## config.mk

```make
export PLATFORM = sky130hd
export DESIGN_NAME = pipelined_add_sub_flat
export DESIGN_NICKNAME = d
export VERILOG_FILES = /design/src/rtl/pipelined_add_sub_if.sv /design/src/rtl/pipelined_add_sub.sv /design/src/flat_wrapper.sv
export SDC_FILE = /design/constraint.sdc
export NUM_CORES = 1
export LEC_CHECK = 0
export ABC_AREA = 1
export CAP_MARGIN = 30
export CORE_AREA = 5 5 178 94
export CTS_CLUSTER_SIZE = 40
export DETAILED_ROUTE_END_ITERATION = 10
export DIE_AREA = 0 0 183 99
export GPL_TIMING_DRIVEN = 0
export PLACE_DENSITY = 0.88
export SKIP_LAST_GASP = 1
export SLEW_MARGIN = 10
export SYNTH_ARGS = -nofsm -noshare
export SYNTH_HDL_FRONTEND = slang
export SYNTH_SLANG_ARGS = --single-unit
```

## constraint.sdc

```tcl
create_clock -name clk -period 2.89 [get_ports clk]
set_clock_uncertainty 0.15 [all_clocks]
set_input_delay 0.4335 -clock clk [delete_from_list [all_inputs] [get_ports clk]]
set_output_delay 0.4335 -clock clk [all_outputs]
set_load 0.05 [all_outputs]
```

## src/rtl/pipelined_add_sub_if.sv

```systemverilog
// Handshake bundle for pipelined_add_sub; the optional sat lane exists only
// when ADDSUB_SAT_EN is defined.
interface pipelined_add_sub_if #(
    parameter int M = 32
);
    // Both sides use valid/ready: a beat transfers on a rising edge where valid
    // and ready are both high; valid and its payload must stay steady until then.
    logic         inValid;
    logic         inReady;
    logic         sub;
    logic         cin;
    logic [M-1:0] x;
    logic [M-1:0] y;
`ifdef ADDSUB_SAT_EN
    logic         sat;
`endif
    logic         outValid;
    logic         outReady;
    logic [M-1:0] out;
    logic         cout;
    logic         v;

    modport master (
`ifdef ADDSUB_SAT_EN
        output sat,
`endif
        output inValid, sub, cin, x, y, outReady,
        input  inReady, outValid, out, cout, v
    );

    modport slave (
`ifdef ADDSUB_SAT_EN
        input  sat,
`endif
        input  inValid, sub, cin, x, y, outReady,
        output inReady, outValid, out, cout, v
    );
endinterface

```

## src/rtl/pipelined_add_sub.sv

```systemverilog
// Pipelined M-bit add/sub, carry chain cut into S segments, one per stage.
// Optional feature macro: ADDSUB_SAT_EN adds per-transaction saturation.
module pipelined_add_sub #(
    parameter int M = 32,
    parameter int S = 4
) (
    input  logic                clk,
    input  logic                rst_n,
    pipelined_add_sub_if.slave  bus
);
    localparam int W = M / S;

    logic [S-1:0] valid;
    logic [S-1:0] adv;

    // Ready ripples back from the output so a full pipe can still move every cycle.
    always_comb begin
        adv = '0;
        adv[S-1] = valid[S-1] & bus.outReady;
        for (int k = S - 2; k >= 0; k--) begin
            adv[k] = valid[k] & (~valid[k+1] | adv[k+1]);
        end
    end

    assign bus.inReady = ~valid[0] | adv[0];

    for (genvar k = 0; k < S; k++) begin : g_stage
        localparam int LW = M - k * W;
        localparam int RW = (k + 1) * W;

        logic [LW-1:0] a_in;
        logic [LW-1:0] b_in;
        logic          c_in;
        logic          load;
        logic [W:0]    seg;
        logic [RW-1:0] r_raw;
        logic [RW-1:0] r_d;
        logic [RW-1:0] r_q;
        logic          c_q;
        logic          valid_q;
`ifdef ADDSUB_SAT_EN
        logic          sat_in;
`endif

        if (k == 0) begin : g_head
            assign a_in  = bus.x;
            assign b_in  = bus.sub ? ~bus.y : bus.y;
            assign c_in  = bus.cin ^ bus.sub;
            assign load  = bus.inValid & bus.inReady;
            assign r_raw = seg[W-1:0];
`ifdef ADDSUB_SAT_EN
            assign sat_in = bus.sat;
`endif
        end else begin : g_body
            assign a_in  = g_stage[k-1].g_ops.a_q;
            assign b_in  = g_stage[k-1].g_ops.b_q;
            assign c_in  = g_stage[k-1].c_q;
            assign load  = adv[k-1];
            assign r_raw = {seg[W-1:0], g_stage[k-1].r_q};
`ifdef ADDSUB_SAT_EN
            assign sat_in = g_stage[k-1].g_ops.sat_q;
`endif
        end

        assign seg = {1'b0, a_in[W-1:0]} + {1'b0, b_in[W-1:0]} + {{W{1'b0}}, c_in};
        assign valid[k] = valid_q;

        if (k < S - 1) begin : g_ops
            // Only the not-yet-consumed upper operand bits travel onward.
            logic [LW-W-1:0] a_q;
            logic [LW-W-1:0] b_q;
`ifdef ADDSUB_SAT_EN
            logic            sat_q;
`endif
            always_ff @(posedge clk) begin
                if (!rst_n) begin
                    a_q <= '0;
                    b_q <= '0;
`ifdef ADDSUB_SAT_EN
                    sat_q <= 1'b0;
`endif
                end else if (load) begin
                    a_q <= a_in[LW-1:W];
                    b_q <= b_in[LW-1:W];
`ifdef ADDSUB_SAT_EN
                    sat_q <= sat_in;
`endif
                end
            end
            assign r_d = r_raw;
        end else begin : g_tail
            logic c_msb;
            logic v_q;
            // Carry into the sign bit, recovered from the top segment's sum bit.
            assign c_msb = seg[W-1] ^ a_in[W-1] ^ b_in[W-1];
`ifdef ADDSUB_SAT_EN
            assign r_d = (sat_in && (c_msb ^ seg[W]))
                       ? {~r_raw[RW-1], {(RW-1){r_raw[RW-1]}}}
                       : r_raw;
`else
            assign r_d = r_raw;
`endif
            always_ff @(posedge clk) begin
                if (!rst_n) begin
                    v_q <= 1'b0;
                end else if (load) begin
                    v_q <= c_msb ^ seg[W];
                end
            end
        end

        always_ff @(posedge clk) begin
            if (!rst_n) begin
                valid_q <= 1'b0;
                c_q     <= 1'b0;
                r_q     <= '0;
            end else begin
                valid_q <= load | (valid_q & ~adv[k]);
                if (load) begin
                    c_q <= seg[W];
                    r_q <= r_d;
                end
            end
        end
    end

    assign bus.outValid = valid[S-1];
    assign bus.out      = g_stage[S-1].r_q;
    assign bus.cout     = g_stage[S-1].c_q;
    assign bus.v        = g_stage[S-1].g_tail.v_q;
endmodule

```

## src/flat_wrapper.sv

```systemverilog
// flat-port wrapper written by rule: the top's interface ports become plain ports
module pipelined_add_sub_flat 
#(
    parameter int M = 32,
    parameter int S = 4
)
  (clk, rst_n, bus_inValid, bus_sub, bus_cin, bus_x, bus_y, bus_outReady, bus_inReady, bus_outValid, bus_out, bus_cout, bus_v);
  pipelined_add_sub_if #(.M(M)) bus_i ();
  input  logic clk;
  input  logic rst_n;
  input wire logic [$bits(bus_i.inValid)-1:0] bus_inValid;
  input wire logic [$bits(bus_i.sub)-1:0] bus_sub;
  input wire logic [$bits(bus_i.cin)-1:0] bus_cin;
  input wire logic [$bits(bus_i.x)-1:0] bus_x;
  input wire logic [$bits(bus_i.y)-1:0] bus_y;
  input wire logic [$bits(bus_i.outReady)-1:0] bus_outReady;
  output wire logic [$bits(bus_i.inReady)-1:0] bus_inReady;
  output wire logic [$bits(bus_i.outValid)-1:0] bus_outValid;
  output wire logic [$bits(bus_i.out)-1:0] bus_out;
  output wire logic [$bits(bus_i.cout)-1:0] bus_cout;
  output wire logic [$bits(bus_i.v)-1:0] bus_v;
  assign bus_i.inValid = bus_inValid;
  assign bus_i.sub = bus_sub;
  assign bus_i.cin = bus_cin;
  assign bus_i.x = bus_x;
  assign bus_i.y = bus_y;
  assign bus_i.outReady = bus_outReady;
  assign bus_inReady = bus_i.inReady;
  assign bus_outValid = bus_i.outValid;
  assign bus_out = bus_i.out;
  assign bus_cout = bus_i.cout;
  assign bus_v = bus_i.v;
  pipelined_add_sub #(.M(M), .S(S)) u_core (.clk(clk), .rst_n(rst_n), .bus(bus_i));
endmodule
```

==> summary.md, run 1 <==
| Metric | Value |
|---|---|
| Synth Instances | `1031` |
| Core Box Area | `0.0150 mm^2` |
| Resize count post-CTS | `0` |
| FP Rows | `32` |
| Leak pwr | `4.31 nW` |
| Seq pwr share | `46.2%` |
| Yosys cell types | `33` |
| Fin crit share | `92.7%` |
| Worst slew margin | `51.7%` |
| CP Class | `in -> out` |
| Share of the synthesized area in the top cell type | `46.0%` |
| Per-cell routed wire length | `16.0 um` |
| Crit path cell chain | `clkdlybuf4s50_1, inv_1, nand2_2, nor2_4, nand2_4, nor2_8, inv_1, clkdlybuf4s50_1` |
| Hold_sp | `bus_sub` |
| Reg2Reg Depth | `13` |
| Crit path time final | `2680 ps` |
| Final Hold Viols | `0` |
| #FFs+latches synth | `185` |
| DP HPWL | `16.4 mm` |
| Initial antenna violation count | `0` |
| Finished Layout Cells | `1371` |
| Reg2reg end | `u_core.bus.out[30]` |
| PortBufs | `104` |
| Routability cong. | `0.885` |
| Worst-Margin Slew | `725 ps` |
| Crit start category | `input port` |
| Number of global-route vias before repair | `7249` |
| CTS Root Cell | `clkbuf_16` |
| Clock Path Buffers | `2` |
| Pin count of the biggest net entering global routing | `19` |
| Area contributors post-synth | `dfxtp_1, nor2_1, o21ai_0` |
| Worst skew pair latency | `440 ps` |
| Area Overhead vs Synth | `23.4%` |
| Net switching component of the power | `0.00173 W` |
| Chip height | `99 um` |
| Hold_buf cts | `0` |
| Reg2reg setup slack | `690 ps` |
| All-Layer GR Usage | `24.6%` |
| Number of synthesized flops with an enable pin | `0` |
| Endpoint with the worst hold slack | `u_core.g_stage[0].g_ops.b_q[9]` |
| Max incr delay on CP | `800 ps` |
| CP required | `2310 ps` |
| Sw frac | `28.6%` |
| Worst setup margin | `211 ps` |
| DR pass1 iterations | `5` |
| Slowest cell on crit path | `clkdlybuf4s50_1` |
| Yosys warnings | `0` |
| CTS clk-pin slew, worst paths | `70 ps` |
| Int Power | `0.00431 W` |
| Total power draw | `0.00604 W` |
| Initial Utilization | `53.6%` |
| Fmax | `0.373 GHz` |
| Clock share of power | `39.0%` |
| Number of diodes | `0` |
| Register area share after synthesis | `46.0%` |
| Hold path cells | `4` |
| R2r startpoint | `u_core.g_stage[2].g_ops.b_q[0]` |
| Starting DRT DRC Count | `771` |
| Vias/cell | `5.43` |
| Syn Std Cell Area | `0.00805 mm^2` |
| Setup crit end kind | `output port` |
| Top cells by count, synth | `nor2_1, dfxtp_1, o21ai_0` |
| Maxcap violations | `0` |
| Via count | `7439` |
| Wirelength, routed | `21.9 mm` |
| Num CTS Buffers | `17` |
| Count leader, synth | `nor2_1` |
| CTS H-tree lvls | `4` |
| Worst Path Arrival | `2100 ps` |
| Pwr/cell area | `608 mW/mm^2` |
| Dominant synthesized flop cell | `dfxtp_1` |
| Post-Place Setup Slack | `24.7 ps` |
| First-pass GRT wire length | `35.8 mm` |
| Ports | `106` |
| Worst-case vdd ir drop | `0.000439 V` |
| Mean Syn Cell Area | `7.81 um^2` |
| DRC errors left | `0` |
| Setup TNS Final | `0 ps` |
| Die Wd | `183 um` |
| Overflow after GRT | `0` |
| Status | `finished clean` |
| Final ANT Viol Nets | `0` |
| Ys async rst share | `0%` |
| HP Class | `in -> reg` |
| Clk sinks | `185` |
| Post-CTS Setup Inserts | `0` |
| Combinational power share | `14.8%` |
| CTS tree | `done` |
| Syn Nets | `1137` |
| Slew Viols, Final | `0` |
| DIE AREA | `0.0181 mm^2` |
| Fin nets | `1260` |
| Leading area contributor after synthesis | `dfxtp_1` |
| Placed insts | `1339` |
| Share of layout cells above drive strength 1 | `6.51%` |
| Final setup violation count | `0` |
| RSZ-0062 raised after global routing | `false` |
| Worst Path Max Fanout | `3` |
==> registers in the layout (all words and copies together) (netlist names) <==
| name | count |
|---|---|
| u_core.bus.v | 1 |
| u_core.bus.cout | 1 |
| u_core.bus.out | 32 |
| u_core.g_stage.valid_q | 3 |
| u_core.g_stage.g_ops.a_q | 48 |
| u_core.bus.outValid | 1 |
| u_core.g_stage.c_q | 3 |
| u_core.g_stage.g_ops.b_q | 48 |
| u_core.g_stage.r_q | 48 |
==> cells in the final DEF (no fill, tap or decap), types with 5 or more instances in the layout <==
cell type and n:
o211ai_1 6, nand2_1 71, nand4_1 5, nor2_1 213, inv_6 8, clkbuf_1 25, inv_1 89, o21ai_0 155
buf_2 24, ha_1 28, clkdlybuf4s50_1 104, fa_1 8, clkbuf_16 17, dfxtp_1 185, xor2_1 31, o21ai_1 18
xnor2_1 15, a21oi_1 96, nand3_1 31
==> worst max-delay path, delay by kind of cell <==
kind	cells	cell delay, ps
buffers and inverters	4	1370
AND/OR/NAND/NOR	4	290
==> cell type report <==
cell class	count	area (um^2)
fill	1261	5080
sequential	185	3700
clock inverter	14	146
timing repair buffer	104	1040
multi-input combinational	694	3710
clock buffer	18	439
buffer	57	273
tap	204	255
inverter	95	362
==> worst max path at each step <==
stage                            end  slack [ps]         start  cells after the start
3_5_place_dp   u_core.g_stage[0].c_q          20       bus_sub                     15
4_1_cts                  bus_inReady         200  bus_outReady                      8
2_1_floorplan  u_core.g_stage[0].c_q         340       bus_sub                     15
3_3_place_gp   u_core.g_stage[0].c_q         100       bus_sub                     15
5_1_grt                  bus_inReady         120  bus_outReady                      8
6_report                 bus_inReady         210  bus_outReady                      8
==> power by group through the flow <==
stage / clock network, W / logic (W) / registers, W
finish: 0.00236 / 0.000894 / 0.00279
global route: 0.00248 / 0.000989 / 0.00280
CTS: 0.00237 / 0.000883 / 0.00279
detailed placement: 0 / 0.000870 / 0.00284
global placement: 0 / 0.000840 / 0.00284
floorplan: 0 / 0.000514 / 0.00288
==> metal layers <==
layer / track usage [%] / part of all wire, %
met1: 34.9 / 47
met5: 0 / 0
met3: 6.90 / 8.8
met4: 5.55 / 1.4
met2: 37.4 / 43
==> kinds of logic after synthesis <==
group | count (synthesis) | share of synthesized area (%)
xor gates and xnor gates | 46 | 5.00
adders and majority gates | 36 | 6.34
and+or+nand+nor | 333 | 17.1
DFF | 185 | 46.0
buffers and inverters | 152 | 7.88
AOI/OAI and AO/OA | 279 | 17.6
==> through the flow <==
step,instance area (um^2),hold WS [ps],utilization (%)
floorplan,8050,280,-
finish,9930,300,66.2
detailed placement,9350,302,62.3
global route,9930,325,66.2
CTS,9930,287,66.2
global placement,9350,295,62.3
No activity file was read; power rests on OpenSTA's default activity.
==> inputs of run 2 (changes only) <==
--- a/config.mk
+++ b/config.mk
@@ -7,11 +7,11 @@
 export LEC_CHECK = 0
 export ABC_AREA = 1
 export CAP_MARGIN = 30
-export CORE_AREA = 5 5 178 94
+export CORE_AREA = 4 4 177 93
 export CTS_CLUSTER_SIZE = 40
 export DETAILED_ROUTE_END_ITERATION = 10
-export DIE_AREA = 0 0 183 99
-export GPL_TIMING_DRIVEN = 0
+export DIE_AREA = 0 0 181 97
+export GPL_TIMING_DRIVEN = 1
 export PLACE_DENSITY = 0.88
 export SKIP_LAST_GASP = 1
 export SLEW_MARGIN = 10
==> constraint.sdc (replaced) <==
create_clock -name clk -period 3 [get_ports clk]
set_clock_uncertainty 0.15 [all_clocks]
set_input_delay 0.45 -clock clk [delete_from_list [all_inputs] [get_ports clk]]
set_output_delay 0.45 -clock clk [all_outputs]
set_load 0.05 [all_outputs]
==> summary.md, run 2 (same netlist as run 1, synthesis figures left out) <==
| Metric | Value |
|---|---|
| Commonest non-fill, non-tap cell in the layout | `nor2_1 (unchanged)` |
| CP required | `3230 ps (was 2310 ps)` |
| Fmax | `0.423 GHz` |
| Worst slew margin | `52.2% (was 51.7%)` |
| Via count | `7071 (was 7439)` |
| Wirelength, routed | `18.8 mm (was 21.9 mm)` |
| Routability cong. | `0.928 (was 0.885)` |
| Maxcap violations | `0 (unchanged)` |
| Die Wd | `181 um (was 183 um)` |
| Ports | `106 (unchanged)` |
| Setup TNS Final | `0 ps (unchanged)` |
| Reg2reg end | `u_core.g_stage[2].r_q[22] (was u_core.bus.out[30])` |
| Hold_sp | `u_core.g_stage[0].g_ops.b_q[16] (was bus_sub)` |
| All-Layer GR Usage | `21.7% (was 24.6%)` |
| Worst Path Arrival | `2590 ps (was 2100 ps)` |
| Fin crit share | `78.9%` |
| Leak pwr | `4.22 nW (was 4.31 nW)` |
| Final ANT Viol Nets | `0 (unchanged)` |
| Worst hold slack | `305 ps (was 300 ps)` |
| DRC errors left | `0 (unchanged)` |
| Initial Utilization | `53.6% (unchanged)` |
| PortBufs | `105 (was 104)` |
| CTS tree | `done (unchanged)` |
| Resize count post-CTS | `0 (unchanged)` |
| Seq pwr share | `45.8% (was 46.2%)` |
| Crit start category | `input port (unchanged)` |
| DIE AREA | `0.0176 mm^2 (was 0.0181 mm^2)` |
| Number of global-route vias before repair | `6836 (was 7249)` |
| Chip height | `97 um (was 99 um)` |
| Core Box Area | `0.0150 mm^2 (unchanged)` |
| FP Rows | `32 (unchanged)` |
| Fin nets | `1214 (was 1260)` |
| DR pass1 iterations | `5 (unchanged)` |
| Sw frac | `28.0% (was 28.6%)` |
| Worst-Margin Slew | `713 ps (was 725 ps)` |
| Final setup violation count | `0 (unchanged)` |
| Number of diodes | `0 (unchanged)` |
| HP Class | `reg -> reg (was in -> reg)` |
| Status | `finished clean (unchanged)` |
| Clk sinks | `185 (unchanged)` |
| CP Class | `in -> reg (was in -> out)` |
| CTS H-tree lvls | `4 (unchanged)` |
| Reg2reg setup slack | `820 ps (was 690 ps)` |
| Per-cell routed wire length | `14.2 um (was 16.0 um)` |
| Vias/cell | `5.34 (was 5.43)` |
| Final Hold Viols | `0 (unchanged)` |
| Combinational power share | `13.9% (was 14.8%)` |
| Pwr/cell area | `598 mW/mm^2 (was 608 mW/mm^2)` |
| CTS Root Cell | `clkbuf_16 (unchanged)` |
| Endpoint with the worst hold slack | `u_core.g_stage[1].g_ops.b_q[8] (was u_core.g_stage[0].g_ops.b_q[9])` |
| Overflow after GRT | `0 (unchanged)` |
| Worst-case vdd ir drop | `0.000387 V (was 0.000439 V)` |
| R2r startpoint | `u_core.g_stage[1].g_ops.b_q[0] (was u_core.g_stage[2].g_ops.b_q[0])` |
| Crit path time final | `2370 ps` |
| Initial antenna violation count | `0 (unchanged)` |
| Hold path cells | `2 (was 4)` |
| Clock share of power | `40.3% (was 39.0%)` |
| Num CTS Buffers | `17 (unchanged)` |
| Reg2Reg Depth | `13 (unchanged)` |
| DP HPWL | `12.7 mm (was 16.4 mm)` |
| RSZ-0062 raised after global routing | `false (unchanged)` |
| Worst Path Max Fanout | `2 (was 3)` |
| Hold_buf cts | `0 (unchanged)` |
| Setup crit end kind | `register (was output port)` |
| Pin count of the biggest net entering global routing | `168 (was 19)` |
| Worst skew pair latency | `440 ps (about the same)` |
| Biggest regs | `u_core.g_stage.g_ops.a_q (48), u_core.g_stage.g_ops.b_q (48), u_core.g_stage.r_q (48) (unchanged)` |
| Slew Viols, Final | `0 (unchanged)` |
| Int Power | `0.00422 W (was 0.00431 W)` |
| Net switching component of the power | `0.00164 W (was 0.00173 W)` |
| CTS clk-pin slew, worst paths | `80 ps (was 70 ps)` |
| First-pass GRT wire length | `31.8 mm (was 35.8 mm)` |
| Clock Path Buffers | `2 (unchanged)` |
| Post-CTS Setup Inserts | `0 (unchanged)` |
| Starting DRT DRC Count | `558 (was 771)` |
| Share of layout cells above drive strength 1 | `5.17% (was 6.51%)` |
| Most frequent cells in the layout | `nor2_1, dfxtp_1, o21ai_0, clkdlybuf4s50_1, a21oi_1 (unchanged)` |
| Area Overhead vs Synth | `21.7% (was 23.4%)` |
[run 2: cell count changes in the layout (fill, tap and decap cells not counted), sizes merged]
cell	before	now
clkbuf	45	17
buf	30	13
clkinv	4	7
clkdlybuf4s50	104	102
inv	103	101
bufinv	1	2
clkinvlp	1	0
[run 2: power groups by stage]
stage               combinational (W)  clock [W]  sequential [W]
CTS                          0.000813    0.00238         0.00268
detailed placement           0.000800          0         0.00274
floorplan                    0.000495          0         0.00277
global placement             0.000774          0         0.00273
finish                       0.000815    0.00236         0.00268
global route                 0.000914    0.00250         0.00270
[run 2: how the worst max path moves through the flow]
stage,cells past startpoint,slack (ps),startpoint,end
after floorplan,15,430,bus_sub,u_core.g_stage[0].c_q
after global placement,14,240,bus_y[0],u_core.g_stage[0].c_q
after detailed placement,14,190,bus_y[0],u_core.g_stage[0].c_q
after CTS,14,650,bus_y[0],u_core.g_stage[0].c_q
after global routing,14,450,bus_y[0],u_core.g_stage[0].c_q
final,14,630,bus_y[0],u_core.g_stage[0].c_q
[run 2: cell type report]
| type | instances | area (um^2) |
|---|---|---|
| Clock buffer | 17 | 425 |
| Clock inverter | 15 | 201 |
| Fill cell | 1262 | 5210 |
| Inverter | 95 | 362 |
| Multi-Input combinational cell | 694 | 3710 |
| Sequential cell | 185 | 3700 |
| Tap cell | 204 | 255 |
| Timing Repair Buffer | 115 | 1140 |
[run 2: routing by layer]
metal | GRT usage, % | wire length [um]
met5 | 0 | 0
met4 | 6.69 | 313
met3 | 5.30 | 1100
met2 | 35.7 | 8870
met1 | 28.6 | 8500
[run 2: metrics by stage]
stage / utilization (%) / worst slack (ps) / power [W] / cell area (um^2) / instances
2_1_floorplan: - / 433 / 0.00327 / 8050 / 1031
3_3_place_gp: 61.1 / 235 / 0.00351 / 9180 / 1293
3_5_place_dp: 61.1 / 195 / 0.00354 / 9180 / 1293
4_1_cts: 65.3 / 654 / 0.00588 / 9800 / 1325
5_1_grt: 65.3 / 453 / 0.00611 / 9800 / 1325
6_report: 65.3 / 634 / 0.00586 / 9800 / 1325
[run 2: worst max-delay path: stages]
cell             delay [ps]
clkdlybuf4s50_1         470
xor2_1                  190
fa_1                    230
inv_1                    60
fa_1                    400
o21ai_1                 240
nand2_1                  80
nand2_1                  60
nand2_1                  60
nand2_1                  90
nand2_1                  60
nand2_1                  60
nand2_1                  40
a21oi_1                 110
==> inputs of run 3 (changes only) <==
==> constraint.sdc (replaced) <==
create_clock -name clk -period 2.2 [get_ports clk]
set_clock_uncertainty 0.15 [all_clocks]
set_input_delay 0.33 -clock clk [delete_from_list [all_inputs] [get_ports clk]]
set_output_delay 0.33 -clock clk [all_outputs]
set_load 0.05 [all_outputs]
==> summary.md, run 3 (same netlist as run 1, synthesis figures left out) <==
| Metric | Value |
|---|---|
| Status | `finished clean (unchanged)` |
| Leak pwr | `4.31 nW (was 4.22 nW)` |
| Finished Layout Cells | `1347 (was 1325)` |
| Chip height | `97 um (unchanged)` |
| Placed cell area | `0.00937 mm^2 (was 0.00918 mm^2)` |
| CP top delay family | `buffers and inverters (was adder cells)` |
| Net switching component of the power | `0.00211 W (was 0.00164 W)` |
| Area Overhead vs Synth | `24.2% (was 21.7%)` |
| CP required | `1720 ps (was 3230 ps)` |
| Per-cell routed wire length | `13.8 um (was 14.2 um)` |
| Seq pwr share | `47.3% (was 45.8%)` |
| CTS clk-pin slew, worst paths | `70 ps (was 80 ps)` |
| Worst slew margin | `56.6% (was 52.2%)` |
| Fmax | `0.473 GHz` |
| Crit path cell chain | `clkdlybuf4s50_1 (was clkdlybuf4s50_1, xor2_1, fa_1, inv_1, fa_1, o21ai_1, nand2_1, nand2_1, nand2_1, nand2_1, nand2_1, nand2_1, nand2_1, a21oi_1)` |
| CP Class | `reg -> out (was in -> reg)` |
| Crit start category | `register (was input port)` |
| RSZ-0062 raised after global routing | `true (was false)` |
| Commonest non-fill, non-tap cell in the layout | `nor2_1 (unchanged)` |
| Fin nets | `1236 (was 1214)` |
| Routability cong. | `0.879 (was 0.928)` |
| PortBufs | `105 (unchanged)` |
| CTS H-tree lvls | `4 (unchanged)` |
| HP Class | `in -> reg (was reg -> reg)` |
| Clk sinks | `185 (unchanged)` |
| FP Rows | `32 (unchanged)` |
| Starting DRT DRC Count | `478 (was 558)` |
| Combinational power share | `15.2% (was 13.9%)` |
| Final Util | `66.6% (was 65.3%)` |
| Reg2reg setup slack | `110 ps (was 820 ps)` |
| DR pass1 iterations | `5 (unchanged)` |
| Maxcap violations | `0 (unchanged)` |
| Max incr delay on CP | `830 ps (was 470 ps)` |
| Worst-case vdd ir drop | `0.000562 V (was 0.000387 V)` |
| All-Layer GR Usage | `21.6% (was 21.7%)` |
| Num CTS Buffers | `17 (unchanged)` |
| Slowest cell on crit path | `clkdlybuf4s50_1 (unchanged)` |
| DRC errors left | `0 (unchanged)` |
| Initial Utilization | `53.6% (unchanged)` |
| Initial antenna violation count | `0 (unchanged)` |
| Most frequent cells in the layout | `nor2_1, dfxtp_1, o21ai_0, clkdlybuf4s50_1, a21oi_1 (unchanged)` |
| Vias/cell | `5.22 (was 5.34)` |
| Buf/Inv on CP | `1 (was 2)` |
| Final ANT Viol Nets | `0 (unchanged)` |
| Number of diodes | `0 (unchanged)` |
| Pin count of the biggest net entering global routing | `89 (was 168)` |
| Core Box Area | `0.0150 mm^2 (unchanged)` |
| Share of layout cells above drive strength 1 | `8.57% (was 5.17%)` |
| Biggest regs | `u_core.g_stage.g_ops.a_q (48), u_core.g_stage.g_ops.b_q (48), u_core.g_stage.r_q (48) (unchanged)` |
| Overflow after GRT | `0 (unchanged)` |
| Wirelength, routed | `18.6 mm (was 18.8 mm)` |
| CTS Root Cell | `clkbuf_16 (unchanged)` |
| CTS tree | `done (unchanged)` |
| Pwr/cell area | `774 mW/mm^2 (was 598 mW/mm^2)` |
| Setup crit end kind | `output port (was register)` |
| Fin area | `0.0100 mm^2 (was 0.00980 mm^2)` |
| Via count | `7033 (was 7071)` |
| Worst skew pair latency | `430 ps (was 440 ps)` |
| Worst setup margin | `84.5 ps (was 634 ps)` |
| Worst Path Max Fanout | `2 (unchanged)` |
| Final Hold Viols | `0 (unchanged)` |
| Clock share of power | `37.5% (was 40.3%)` |
| DP HPWL | `13.0 mm (was 12.7 mm)` |
| Sw frac | `27.2% (was 28.0%)` |
| Placed insts | `1310 (was 1293)` |
| Worst Path Arrival | `1640 ps (was 2590 ps)` |
| Total power draw | `0.00774 W (was 0.00586 W)` |
| Post-Place Setup Slack | `-349 ps (was 195 ps)` |
| First-pass GRT wire length | `31.9 mm (was 31.8 mm)` |
| Clock Path Buffers | `2 (unchanged)` |
| Crit path time final | `2120 ps` |
| Final setup violation count | `0 (unchanged)` |
| Slew Viols, Final | `0 (unchanged)` |
| Worst-Margin Slew | `647 ps (was 713 ps)` |
| Number of global-route vias before repair | `6885 (was 6836)` |
| Fin crit share | `96.2%` |
| Die Wd | `181 um (unchanged)` |
| Int Power | `0.00563 W (was 0.00422 W)` |
| Ports | `106 (unchanged)` |
| DIE AREA | `0.0176 mm^2 (unchanged)` |
| Hold_buf cts | `0 (unchanged)` |
-- run 3: changes by cell type in the layout (fill, tap and decap cells not counted), sizes merged --
cell / change
inv: -5
dlymetal6s2s: +2
bufinv: -1
buf: +22
clkbuf: +2
clkdlybuf4s50: -2
clkinvlp: +4
-- run 3: area by class of cell --
type	count	area [um^2]
Tap cell	204	255
Fill cell	1199	5010
Sequential cell	185	3700
Clock buffer	19	433
Timing Repair Buffer	137	1360
Multi-Input combinational cell	694	3760
Clock inverter	13	121
Inverter	95	362
-- run 3: layer usage --
metal  routed length [um]  share of wire, %  global-route usage, %
met1                 8480                45                   28.8
met2                 8770                47                   35.6
met3                 1130               6.1                   5.07
met4                  265               1.4                   5.99
met5                    0                 0                      0
-- run 3: timing repair --
| item | CTS | global route |
|---|---|---|
| resized for setup | 1 | 17 |
| setup buffers | 0 | 5 |
| endpoints found under the setup margin | 1 | 7 |
| pin swaps | 0 | 10 |
-- run 3: power groups by stage --
| stage | logic, W | clock network (W) | registers (W) |
|---|---|---|---|
| 2_1_floorplan | 0.000683 | 0 | 0.00378 |
| 3_3_place_gp | 0.00111 | 0 | 0.00372 |
| 3_5_place_dp | 0.00114 | 0 | 0.00373 |
| 4_1_cts | 0.00116 | 0.00295 | 0.00366 |
| 5_1_grt | 0.00132 | 0.00309 | 0.00368 |
| 6_report | 0.00118 | 0.00290 | 0.00366 |
-- run 3: worst paths after layout --
| path | from | to | cells after the start |
|---|---|---|---|
| setup / recovery | u_core.bus.outValid | bus_outValid | 1 |
| hold / removal | rst_n | u_core.g_stage[2].r_q[6] | 3 |
| setup reg to reg | u_core.g_stage[2].g_ops.b_q[0] | u_core.bus.out[30] | 13 |
| hold reg to reg | u_core.g_stage[0].g_ops.b_q[9] | u_core.g_stage[1].g_ops.b_q[1] | 2 |
-- run 3: metrics by stage --
step	hold slack, ps	TNS (ps)
after detailed placement	299	-1270
after global placement	294	-1070
after CTS	168	0
after global routing	190	-54.5
final	191	0
after floorplan	280	-3.91
